## config.mk

```make
export PLATFORM = sky130hd
export DESIGN_NAME = gpc_607_5_flat
export DESIGN_NICKNAME = d
export VERILOG_FILES = /design/src/rtl/gpc_607_5_if.sv /design/src/rtl/gpc_607_5.sv /design/src/flat_wrapper.sv
export SDC_FILE = /design/constraint.sdc
export NUM_CORES = 1
export LEC_CHECK = 0
export ABC_AREA = 0
export BUFFER_PORTS_ARGS = -buffer_cell sky130_fd_sc_hd__buf_4
export CELL_PAD_IN_SITES_DETAIL_PLACEMENT = 1
export CELL_PAD_IN_SITES_GLOBAL_PLACEMENT = 2
export CORE_MARGIN = 8
export CORE_UTILIZATION = 26
export DETAILED_ROUTE_END_ITERATION = 8
export PLACE_DENSITY = 0.77
export SYNTH_ARGS = -nofsm -noshare
export SYNTH_HDL_FRONTEND = slang
export SYNTH_SLANG_ARGS = --single-unit
```

## constraint.sdc

```tcl
create_clock -name clk -period 0.9 [get_ports clk]
set_input_delay 0.225 -clock clk [delete_from_list [all_inputs] [get_ports clk]]
set_output_delay 0.225 -clock clk [all_outputs]
set_load 0.005 [all_outputs]
```

## src/rtl/gpc_607_5_if.sv

```systemverilog
// Handshake bundle for the (6,0,7;5) generalized parallel counter.
// Inputs are qualified by in_valid; results by out_valid.
interface gpc_607_5_if;
  logic       in_valid;
  logic [6:0] src0;
  logic [5:0] src2;
  logic       out_valid;
  logic [4:0] dst;

  modport master (
    output in_valid, src0, src2,
    input  out_valid, dst
  );

  modport slave (
    input  in_valid, src0, src2,
    output out_valid, dst
  );
endinterface

```

## src/rtl/gpc_607_5.sv

```systemverilog
// Registered (6,0,7;5) GPC: dst = popcount(src0) + 4*popcount(src2).
// PIPE_STAGES=2 adds a register on the intermediate popcounts.
module gpc_607_5 #(
  parameter int PIPE_STAGES = 1
) (
  input  logic        clk,
  input  logic        rst_n,
  gpc_607_5_if.slave  bus
);

  function automatic logic [1:0] fa(
    input logic a,
    input logic b,
    input logic c
  );
    return {(a & b) | (a & c) | (b & c), a ^ b ^ c};
  endfunction

  // 7:3 counter from four full adders
  function automatic logic [2:0] cnt7(input logic [6:0] x);
    logic [1:0] f1, f2, f3, f4;
    f1 = fa(x[0], x[1], x[2]);
    f2 = fa(x[3], x[4], x[5]);
    f3 = fa(f1[0], f2[0], x[6]);
    f4 = fa(f1[1], f2[1], f3[1]);
    return {f4[1], f4[0], f3[0]};
  endfunction

  logic [2:0] pc0, pc2;
  logic [2:0] q0, q2;
  logic       qv;
  logic [4:0] sum;

  assign pc0 = cnt7(bus.src0);
  assign pc2 = cnt7({1'b0, bus.src2});

  if (PIPE_STAGES == 2) begin : g_mid
    always_ff @(posedge clk or negedge rst_n) begin
      if (!rst_n) begin
        qv <= 1'b0;
        q0 <= '0;
        q2 <= '0;
      end else begin
        qv <= bus.in_valid;
        if (bus.in_valid) begin
          q0 <= pc0;
          q2 <= pc2;
        end
      end
    end
  end else if (PIPE_STAGES == 1) begin : g_direct
    assign qv = bus.in_valid;
    assign q0 = pc0;
    assign q2 = pc2;
  end else begin : g_bad
    $error("gpc_607_5: PIPE_STAGES must be 1 or 2");
  end

  assign sum = {q2, 2'b00} + {2'b00, q0};

  always_ff @(posedge clk or negedge rst_n) begin
    if (!rst_n) begin
      bus.out_valid <= 1'b0;
      bus.dst       <= '0;
    end else begin
      bus.out_valid <= qv;
      if (qv) bus.dst <= sum;
    end
  end

endmodule

```

## src/flat_wrapper.sv

```systemverilog
// flat-port wrapper written by rule: the top's interface ports become plain ports
module gpc_607_5_flat 
#(
  parameter int PIPE_STAGES = 1
)
  (clk, rst_n, bus_in_valid, bus_src0, bus_src2, bus_out_valid, bus_dst);
  gpc_607_5_if bus_i ();
  input  logic clk;
  input  logic rst_n;
  input wire logic [$bits(bus_i.in_valid)-1:0] bus_in_valid;
  input wire logic [$bits(bus_i.src0)-1:0] bus_src0;
  input wire logic [$bits(bus_i.src2)-1:0] bus_src2;
  output wire logic [$bits(bus_i.out_valid)-1:0] bus_out_valid;
  output wire logic [$bits(bus_i.dst)-1:0] bus_dst;
  assign bus_i.in_valid = bus_in_valid;
  assign bus_i.src0 = bus_src0;
  assign bus_i.src2 = bus_src2;
  assign bus_out_valid = bus_i.out_valid;
  assign bus_dst = bus_i.dst;
  gpc_607_5 #(.PIPE_STAGES(PIPE_STAGES)) u_core (.clk(clk), .rst_n(rst_n), .bus(bus_i));
endmodule
```

### Word-level counts from Yosys, hierarchy flattened

Cells that the tools add are included.

* register bits: 6
* output and inout bits: 6
* word-level logic and storage cells: 54

* add/subtract/negate cells: 1
* bitwise logic cells: 51

Operators by type and width (number)
* $and A1 B1 Y1: 22
* $xor A1 B1 Y1: 15
* $or A1 B1 Y1: 14
* $add A5 B3 Y5: 1

### Longest topological paths before layout

Gate-level depths: netlist of run 1.

* depth in word-level cells: 9
* depth in mapped cells: 9

### Worst setup path after synthesis of run 1

OpenSTA, ideal clock, no wires.

* path type: input-to-reg
* from: in bus_src0[0]
* to: reg u_core.bus.dst[3]
* library setup time: 0.125 ns
* arrival: 2.163 ns
* data required time: 0.775 ns
* slack: -1.388 ns
* stages: 8
* buffers on the path: 0
* path through: inv_1 -> fa_1 -> fa_1 -> fa_1 -> inv_1 -> ha_1 -> ha_1 -> mux2_4

* longest elaborated chain between the ends: 9
* elaborated cells on any way between the ends: 20
* classes of those cells: add/sub (1); bitwise (19)

RTL lines
* start, declared: RTL line flat_wrapper.sv:11 `input wire logic [$bits(bus_i.src0)-1:0] bus_src0;`
* $xor A1 B1 Y1 (2 in a row): RTL line gpc_607_5.sv:16 `return {(a & b) | (a & c) | (b & c), a ^ b ^ c};`
* $and A1 B1 Y1: RTL line gpc_607_5.sv:16
* $or A1 B1 Y1 (2 in a row): RTL line gpc_607_5.sv:16
* $and A1 B1 Y1: RTL line gpc_607_5.sv:16
* $or A1 B1 Y1 (2 in a row): RTL line gpc_607_5.sv:16
* $add A5 B3 Y5 (*): RTL line gpc_607_5.sv:59 `assign sum = {q2, 2'b00} + {2'b00, q0};`
* named net u_core.sum[3]: RTL line gpc_607_5.sv:32 `logic [4:0] sum;`
* end signal, assigned: RTL line gpc_607_5.sv:67 `if (qv) bus.dst <= sum;`
* end, declared: RTL line gpc_607_5_if.sv:17 `output out_valid, dst`

Mark *: on every way through the listed nets, which the timed path passes. The rest lies on a longest branch.
A chain may end at the register's enable or synchronous reset.

### Worst setup path after layout of run 1

* from: in bus_src0[5]
* to: reg u_core.bus.dst[3]

* longest elaborated chain between the ends: 8
* elaborated cells on any way between the ends: 19
* classes of those cells: add/sub (1); bitwise (18)

RTL lines (RTL line)
* $xor A1 B1 Y1: gpc_607_5.sv:16
* $and A1 B1 Y1: gpc_607_5.sv:16
* $or A1 B1 Y1 (2 in a row): gpc_607_5.sv:16
* $and A1 B1 Y1: gpc_607_5.sv:16
* $or A1 B1 Y1 (2 in a row): gpc_607_5.sv:16
* $add A5 B3 Y5 (*): gpc_607_5.sv:59
* named net u_core.sum[3]: gpc_607_5.sv:32

Marked as above.

==> results of run 1 <==
[final timing paths]
kind	from	endpoint	depth (start not counted)
max in group asynchronous	rst_n	u_core.bus.out_valid$_DFF_PN0_	2
min in group asynchronous	rst_n	u_core.bus.dst[4]$_DFFE_PN0P_	2
max	bus_src0[5]	u_core.bus.dst[3]$_DFFE_PN0P_	9
min reg2reg	u_core.bus.dst[0]$_DFFE_PN0P_	u_core.bus.dst[0]$_DFFE_PN0P_	2
min	bus_in_valid	u_core.bus.out_valid$_DFF_PN0_	1
max reg2reg	u_core.bus.dst[3]$_DFFE_PN0P_	u_core.bus.dst[3]$_DFFE_PN0P_	2
[worst max-delay path, delay by kind of cell]
family / cells / cell delay (ns)
multiplexers: 1 / 0.25
adder cells (fa/ha/maj): 5 / 1.54
buffers and inverters: 3 / 0.21
[layer usage]
metal	global-route usage (%)	vias to the layer above	routed length [um]
li1	-	159	-
met1	7.87	160	391
met2	10.8	15	510
met3	3.75	0	117
met4	4.20	0	0
met5	0	-	0
[sequential cells by signal, indices dropped and copies added (netlist names)]
name                  count
u_core.bus.out_valid      1
u_core.bus.dst            5
[per-stage QoR]
stage	worst slack [ns]	cell area [um^2]	utilization, %	power (mW)	cells
after floorplan	-1.32	489	-	0.739	38
after global placement	-1.48	657	38.9	1.01	75
after detailed placement	-1.50	657	38.9	1.03	75
after CTS	-1.21	731	43.3	1.42	80
after global routing	-1.26	731	43.3	1.52	80
final	-1.21	731	43.3	1.38	80
[cells in the final DEF (no fill, tap or decap), drive strengths merged]
| cell | instances |
|---|---|
| clkbuf | 3 |
| dlygate4sd3 | 1 |
| xnor2 | 1 |
| buf | 22 |
| ha | 3 |
| nor2 | 1 |
| a21oi | 1 |
| dfrtp | 6 |
| mux2i | 2 |
| inv | 14 |
| mux2 | 2 |
| fa | 7 |
[what timing repair did]
item / 4_1_cts / 5_1_grt
resized for setup: 10 / 0
buffers inserted: 1 / 0
endpoints found under the hold margin: 6 / 0
pin swaps: 7 / 3
hold buffers: 1 / 0
setup endpoints to repair: 11 / 11
[power groups by stage]
stage	sequential (mW)	combinational, mW	clock (mW)
floorplan	0.426	0.314	0
finish	0.434	0.702	0.247
global route	0.443	0.803	0.270
CTS	0.437	0.720	0.263
detailed placement	0.427	0.601	0
global placement	0.423	0.583	0
[cell usage after synthesis]
cell type	count
inv_1	14
fa_1	7
dfrtp_1	6
ha_1	3
mux2_4	2
mux2i_1	2
a21oi_1	1
buf_6	1
nor2_1	1
xnor2_1	1
[kinds of logic (layout without fill, tap and decap cells)]
| group | count (synthesis) | after routing | share of synthesized area (%) |
|---|---|---|---|
| compound gates | 1 | 1 | 1.09 |
| xor+xnor | 1 | 1 | 1.91 |
| fa+ha+maj | 10 | 10 | 38.7 |
| buf+inv | 15 | 40 | 13.9 |
| flops | 6 | 6 | 32.7 |
| mux | 4 | 4 | 10.9 |
| simple gates | 1 | 1 | 0.817 |
[cell type report]
class	instances	area, um^2	area share [%]
sequential	6	150	20.5
timing repair buffer	23	201	27.6
inverter	14	52.6	7.19
clock buffer	3	22.5	3.08
tap	17	21.3	2.91
multi-input combinational	17	283	38.7
==> impl_metrics.env, run 1 <==
export IMPL_ir_drop_mv=0.501
export IMPL_synth_top_cell_area_share_pct=32.7
export IMPL_fin_nets=91
export IMPL_finClkSkew_ns=0
export IMPL_die_x_um=58.0
export IMPL_cts_tree="done"
export IMPL_drt_initial_drc_count=7
export IMPL_cp_arrival_ns=2.24
export IMPL_synthTopCellsByArea="dfrtp_1, fa_1, inv_1, ha_1, mux2_4"
export IMPL_pin_count=22
export IMPL_setup_tns_final_ns=-5.03
export IMPL_core_area_um2=1690
export IMPL_fin_ws_ns=-1.21
export IMPL_cp_required_ns=1.02
export IMPL_synthCells=38
export IMPL_gp_congestion=0.640
export IMPL_grt_start_max_net_pins=8
export IMPL_drt_vias_per_instance=4.18
export IMPL_r2r_setup_slack_ns=-0.01
export IMPL_crit_type="primary input to flop"
export IMPL_slowest_stage="fa_1"
export IMPL_cap_violations=0
export IMPL_grt_pass1_wl_mm=1.82
export IMPL_rsz0062_at_grt="yes"
export IMPL_swShare_pct=29.2
export IMPL_intPower_uw=980
export IMPL_fin_crit_sh_pct=235
export IMPL_nFillCells=179
export IMPL_cts_buffers=3
export IMPL_rows=15
export IMPL_clock_sinks=6
export IMPL_clock_path_buffers=2
export IMPL_yosys_cell_types_count=10
export IMPL_start_kind="primary input"
export IMPL_layout_drive_gt1_share_pct=55.6
export IMPL_die_area_um2=3370
export IMPL_p_sw_uw=404
export IMPL_maxSlewViolCount=0
export IMPL_syn_to_final_growth_pct=59.1
export IMPL_power_frac_clock_pct=17.9
export IMPL_seqPwrFrac_pct=31.4
export IMPL_syn_area_per_cell_um2=12.1
export IMPL_place_detailed_hpwl_um=894
export IMPL_p_leak_nw=0.384
export IMPL_grt_pass1_vias=415
export IMPL_synth_seq_cells=6
export IMPL_syn_nets=64
export IMPL_outcome="finished with violations"
export IMPL_powerDensity_nw_per_um2=1890
export IMPL_clk_latency_ns=0.24
export IMPL_holdWs_ns=0.177
export IMPL_yosysWarnings=0
export IMPL_routed_wl_mm=1.02
export IMPL_wl_per_cell_um=12.7
export IMPL_worstMarginPinSlew_ns=0.106
export IMPL_hp_class="primary input to flop"
export IMPL_end_kind="flop"
export IMPL_drcViolationCount=0
export IMPL_comb_power_share_pct=50.8
export IMPL_slowest_delay_ns=0.52
export IMPL_clock_root_buffer="clkbuf_4"
export IMPL_gr_total_overflow=0
export IMPL_cp_max_fo=1
export IMPL_cp_cell_sequence="buf_6, fa_1, inv_1, fa_2, fa_2, inv_2, ha_4, ha_4, mux2_4"
export IMPL_h_tree_depth=1
export IMPL_n_antenna_cell=0
export IMPL_ys_seq_area_share_pct=32.7
export IMPL_slew_headroom_pct=92.7
export IMPL_violations="setup timing"
export IMPL_netlist_area_um2=459
export IMPL_hold_violations=0
export IMPL_max_freq_ghz=0.473
export IMPL_die_h_um=58.0
export IMPL_setup_viol=11
export IMPL_io_buffers=21
export IMPL_clk_pin_slew_ns=0.05
export IMPL_ant_nets=0
export IMPL_track_usage_pct=7.19
export IMPL_synth_largest_area_cell="dfrtp_1"
export IMPL_start_util_pct=27.2
export IMPL_period_minus_slack_ns=2.11
export IMPL_antenna_found_initial=0
export IMPL_firstDrtPassIters=2
export IMPL_dr_total_vias=334
No activity file was read; power rests on OpenSTA's default activity.
==> inputs of run 2 (changes only) <==
Settings changed: ABC_AREA 0 to 1, CELL_PAD_IN_SITES_DETAIL_PLACEMENT 1 to not set, CELL_PAD_IN_SITES_GLOBAL_PLACEMENT 2 to not set, CORE_AREA set to 8 8 45 47, CORE_MARGIN 8 to not set, CORE_UTILIZATION 26 to not set, DIE_AREA set to 0 0 53 55, PLACE_DENSITY 0.77 to not set.
==> run 2 against run 1 <==
Net effect:
- the flow still finishes with violations (setup timing)
- total power down 1.7%
- clock power up 2%
- maximum frequency up 8.9%
- critical path depth up 2
- non-clock buffer count up 4
- sequential power down 9.4%
- critical path type unchanged
==> impl_metrics.env, run 2 <==
export IMPL_outcome="finished with violations"
export IMPL_violations="setup timing"
export IMPL_slowest_stage="fa_1"
export IMPL_synth_most_common_cell="inv_1"
export IMPL_die_area_um2=2920
export IMPL_ys_seq_area_share_pct=33.8
export IMPL_cp_arrival_ns=2.08
export IMPL_worst_r2r_endpoint="u_core.bus.dst[1]$_DFFE_PN0P_"
export IMPL_fin_ws_ns=-1.04
export IMPL_largest_reg_flops=5
export IMPL_start_util_pct=32.1
export IMPL_core_area_um2=1380
export IMPL_wl_per_cell_um=11.6
export IMPL_cts_tree="done"
export IMPL_layout_commonest_cell="buf_4"
export IMPL_ir_drop_mv=0.757
export IMPL_setup_viol=11
export IMPL_finClkSkew_ns=0
export IMPL_hp_class="primary input to flop"
export IMPL_synth_simple_area_share_pct=11.3
export IMPL_r2r_cells=4
export IMPL_gr_total_overflow=0
export IMPL_h_tree_depth=1
export IMPL_crit_start="bus_src0[3]"
export IMPL_grt_start_max_net_pins=8
export IMPL_yosysWarnings=0
export IMPL_drt_vias_per_instance=4.25
export IMPL_pin_count=22
export IMPL_grt_pass1_vias=412
export IMPL_synth_seq_cells=6
export IMPL_fin_crit_sh_pct=216
export IMPL_synth_edf_count=0
export IMPL_n_antenna_cell=0
export IMPL_rows=14
export IMPL_synth_largest_area_cell="dfrtp_1"
export IMPL_grt_pass1_wl_mm=1.65
export IMPL_drt_initial_drc_count=2
export IMPL_wl_met1_um=338
export IMPL_die_x_um=53
export IMPL_crit_family="adder cells"
export IMPL_yosys_area_share_adder_pct=40.0
export IMPL_mostFrequentLayoutCells="buf_4, inv_1, nand2_1, buf_6, dfrtp_1"
export IMPL_synthCells=46
export IMPL_path_depth=11
export IMPL_crit_type="primary input to flop"
export IMPL_final_cells=92
export IMPL_total_power_mw=1.36
export IMPL_place_detailed_hpwl_um=805
export IMPL_worstMarginPinSlew_ns=0.127
export IMPL_netlist_area_um2=444
export IMPL_io_buffers=21
export IMPL_top_layer_used="met4"
export IMPL_yosys_cell_types_count=8
export IMPL_routed_wl_mm=1.07
export IMPL_synth_top_family_by_area="adder cells"
export IMPL_gp_congestion=0.676
export IMPL_wl_met3_um=84
export IMPL_ant_nets=0
export IMPL_slew_headroom_pct=91.5
export IMPL_powerDensity_nw_per_um2=1770
export IMPL_timing_rr_start="u_core.bus.dst[1]$_DFFE_PN0P_"
export IMPL_synth_compound_area_share_pct=2.25
export IMPL_firstDrtPassIters=4
export IMPL_cp_required_ns=1.03
export IMPL_slowest_delay_ns=0.54
export IMPL_clock_root_buffer="clkbuf_4"
export IMPL_cts_buffers=3
export IMPL_start_kind="primary input"
export IMPL_cp_max_fo=2
export IMPL_max_freq_ghz=0.515
export IMPL_synthFlopType="dfrtp_1"
export IMPL_muxShareOfSynthArea_pct=0
export IMPL_r2r_setup_slack_ns=0.03
export IMPL_place_inst=83
export IMPL_dr_total_vias=391
export IMPL_syn_area_per_cell_um2=9.66
export IMPL_holdWs_ns=0.143
export IMPL_cp_endpoint="u_core.bus.dst[4]$_DFFE_PN0P_"
export IMPL_clk_latency_ns=0.25
export IMPL_hold_violations=0
export IMPL_antenna_found_initial=0
export IMPL_reg_largest_list="u_core.bus.dst: 5 flops, u_core.bus.out_valid: 1 flops"
export IMPL_rsz0062_at_grt="yes"
export IMPL_cap_violations=0
export IMPL_dr_wl_met2_um=617
export IMPL_clock_path_buffers=2
export IMPL_clock_sinks=6
export IMPL_layout_drive_gt1_share_pct=56.6
export IMPL_die_h_um=55
export IMPL_synth_xor_area_share_pct=0
export IMPL_synth_commonest_cells="inv_1, nand2_1, fa_1, dfrtp_1, ha_1"
export IMPL_cp_cell_sequence="buf_6, fa_1, inv_2, fa_2, fa_2, inv_2, ha_4, ha_4, nand2_2, nand3_2, nand2_1"
export IMPL_syn_nets=72
export IMPL_syn_to_final_growth_pct=73.5
export IMPL_period_minus_slack_ns=1.94
export IMPL_track_usage_pct=8.02
export IMPL_clk_pin_slew_ns=0.04
export IMPL_fin_nets=104
export IMPL_maxSlewViolCount=0
export IMPL_async_flop_share_pct=100
export IMPL_p_leak_nw=0.413
export IMPL_largest_register="u_core.bus.dst"
export IMPL_end_kind="flop"
export IMPL_hold_path_cell_count=1
export IMPL_synthTopCellsByArea="dfrtp_1, fa_1, inv_1, nand2_1, ha_1"
export IMPL_synth_top_cell_area_share_pct=33.8
export IMPL_cp_num_buf_inv=3
export IMPL_drcViolationCount=0
==> run 2: routing by layer <==
metal | global-route usage, % | vias up
li1 | - | 189
met1 | 7.22 | 184
met2 | 13.9 | 13
met3 | 2.41 | 5
met4 | 8.19 | 0
met5 | 0 | -
==> run 2: cell families (layout without fill, tap and decap cells) <==
group | Yosys count | after routing
buf+inv | 15 | 45
compound gates | 2 | 2
simple gates | 13 | 13
fa+ha+maj | 10 | 10
flops | 6 | 6
==> run 2: what timing repair did <==
item,CTS,global route
hold buffers,1,0
buffers inserted,3,2
hold endpoints to repair,6,0
endpoints found under the setup margin,11,11
pin swaps,8,7
resized for setup,9,7
==> run 2: cell type report <==
cell class	count	area, um^2
sequential	6	150
fill	127	613
timing repair buffer	27	235
multi-input combinational	25	287
tap	16	20.0
clock buffer	3	22.5
inverter	15	56.3
==> run 2: how the worst min path moves through the flow <==
stage	start	endpoint
3_3_place_gp	rst_n	u_core.bus.dst[0]$_DFFE_PN0P_
6_report	bus_in_valid	u_core.bus.out_valid$_DFF_PN0_
4_1_cts	bus_in_valid	u_core.bus.out_valid$_DFF_PN0_
5_1_grt	bus_in_valid	u_core.bus.out_valid$_DFF_PN0_
3_5_place_dp	rst_n	u_core.bus.dst[0]$_DFFE_PN0P_
2_1_floorplan	rst_n	u_core.bus.dst[0]$_DFFE_PN0P_
==> run 2: stage by stage <==
stage	cell area [um^2]	setup WS, ns	setup TNS [ns]	utilization (%)
CTS	736	-1.04	-4.61	53.2
finish	771	-1.04	-4.61	55.7
floorplan	474	-1.16	-4.85	-
global placement	652	-1.32	-5.58	47.1
global route	771	-1.11	-5.00	55.7
detailed placement	652	-1.33	-5.65	47.1
==> run 2: where the power goes <==
group          total (mW)  leakage, nW  switching [mW]  internal (mW)
clock               0.251       0.0138           0.100          0.151
sequential          0.393       0.0728          0.0485          0.344
combinational       0.717        0.327           0.271          0.446
total                1.36        0.413           0.419          0.941
==> run 2: worst reg2reg max path, stage by stage (launching register included) <==
cell and delay [ns]:
dfrtp_1 0.39, buf_4 0.14, buf_4 0.12, nand2_1 0.06, o21ai_1 0.05
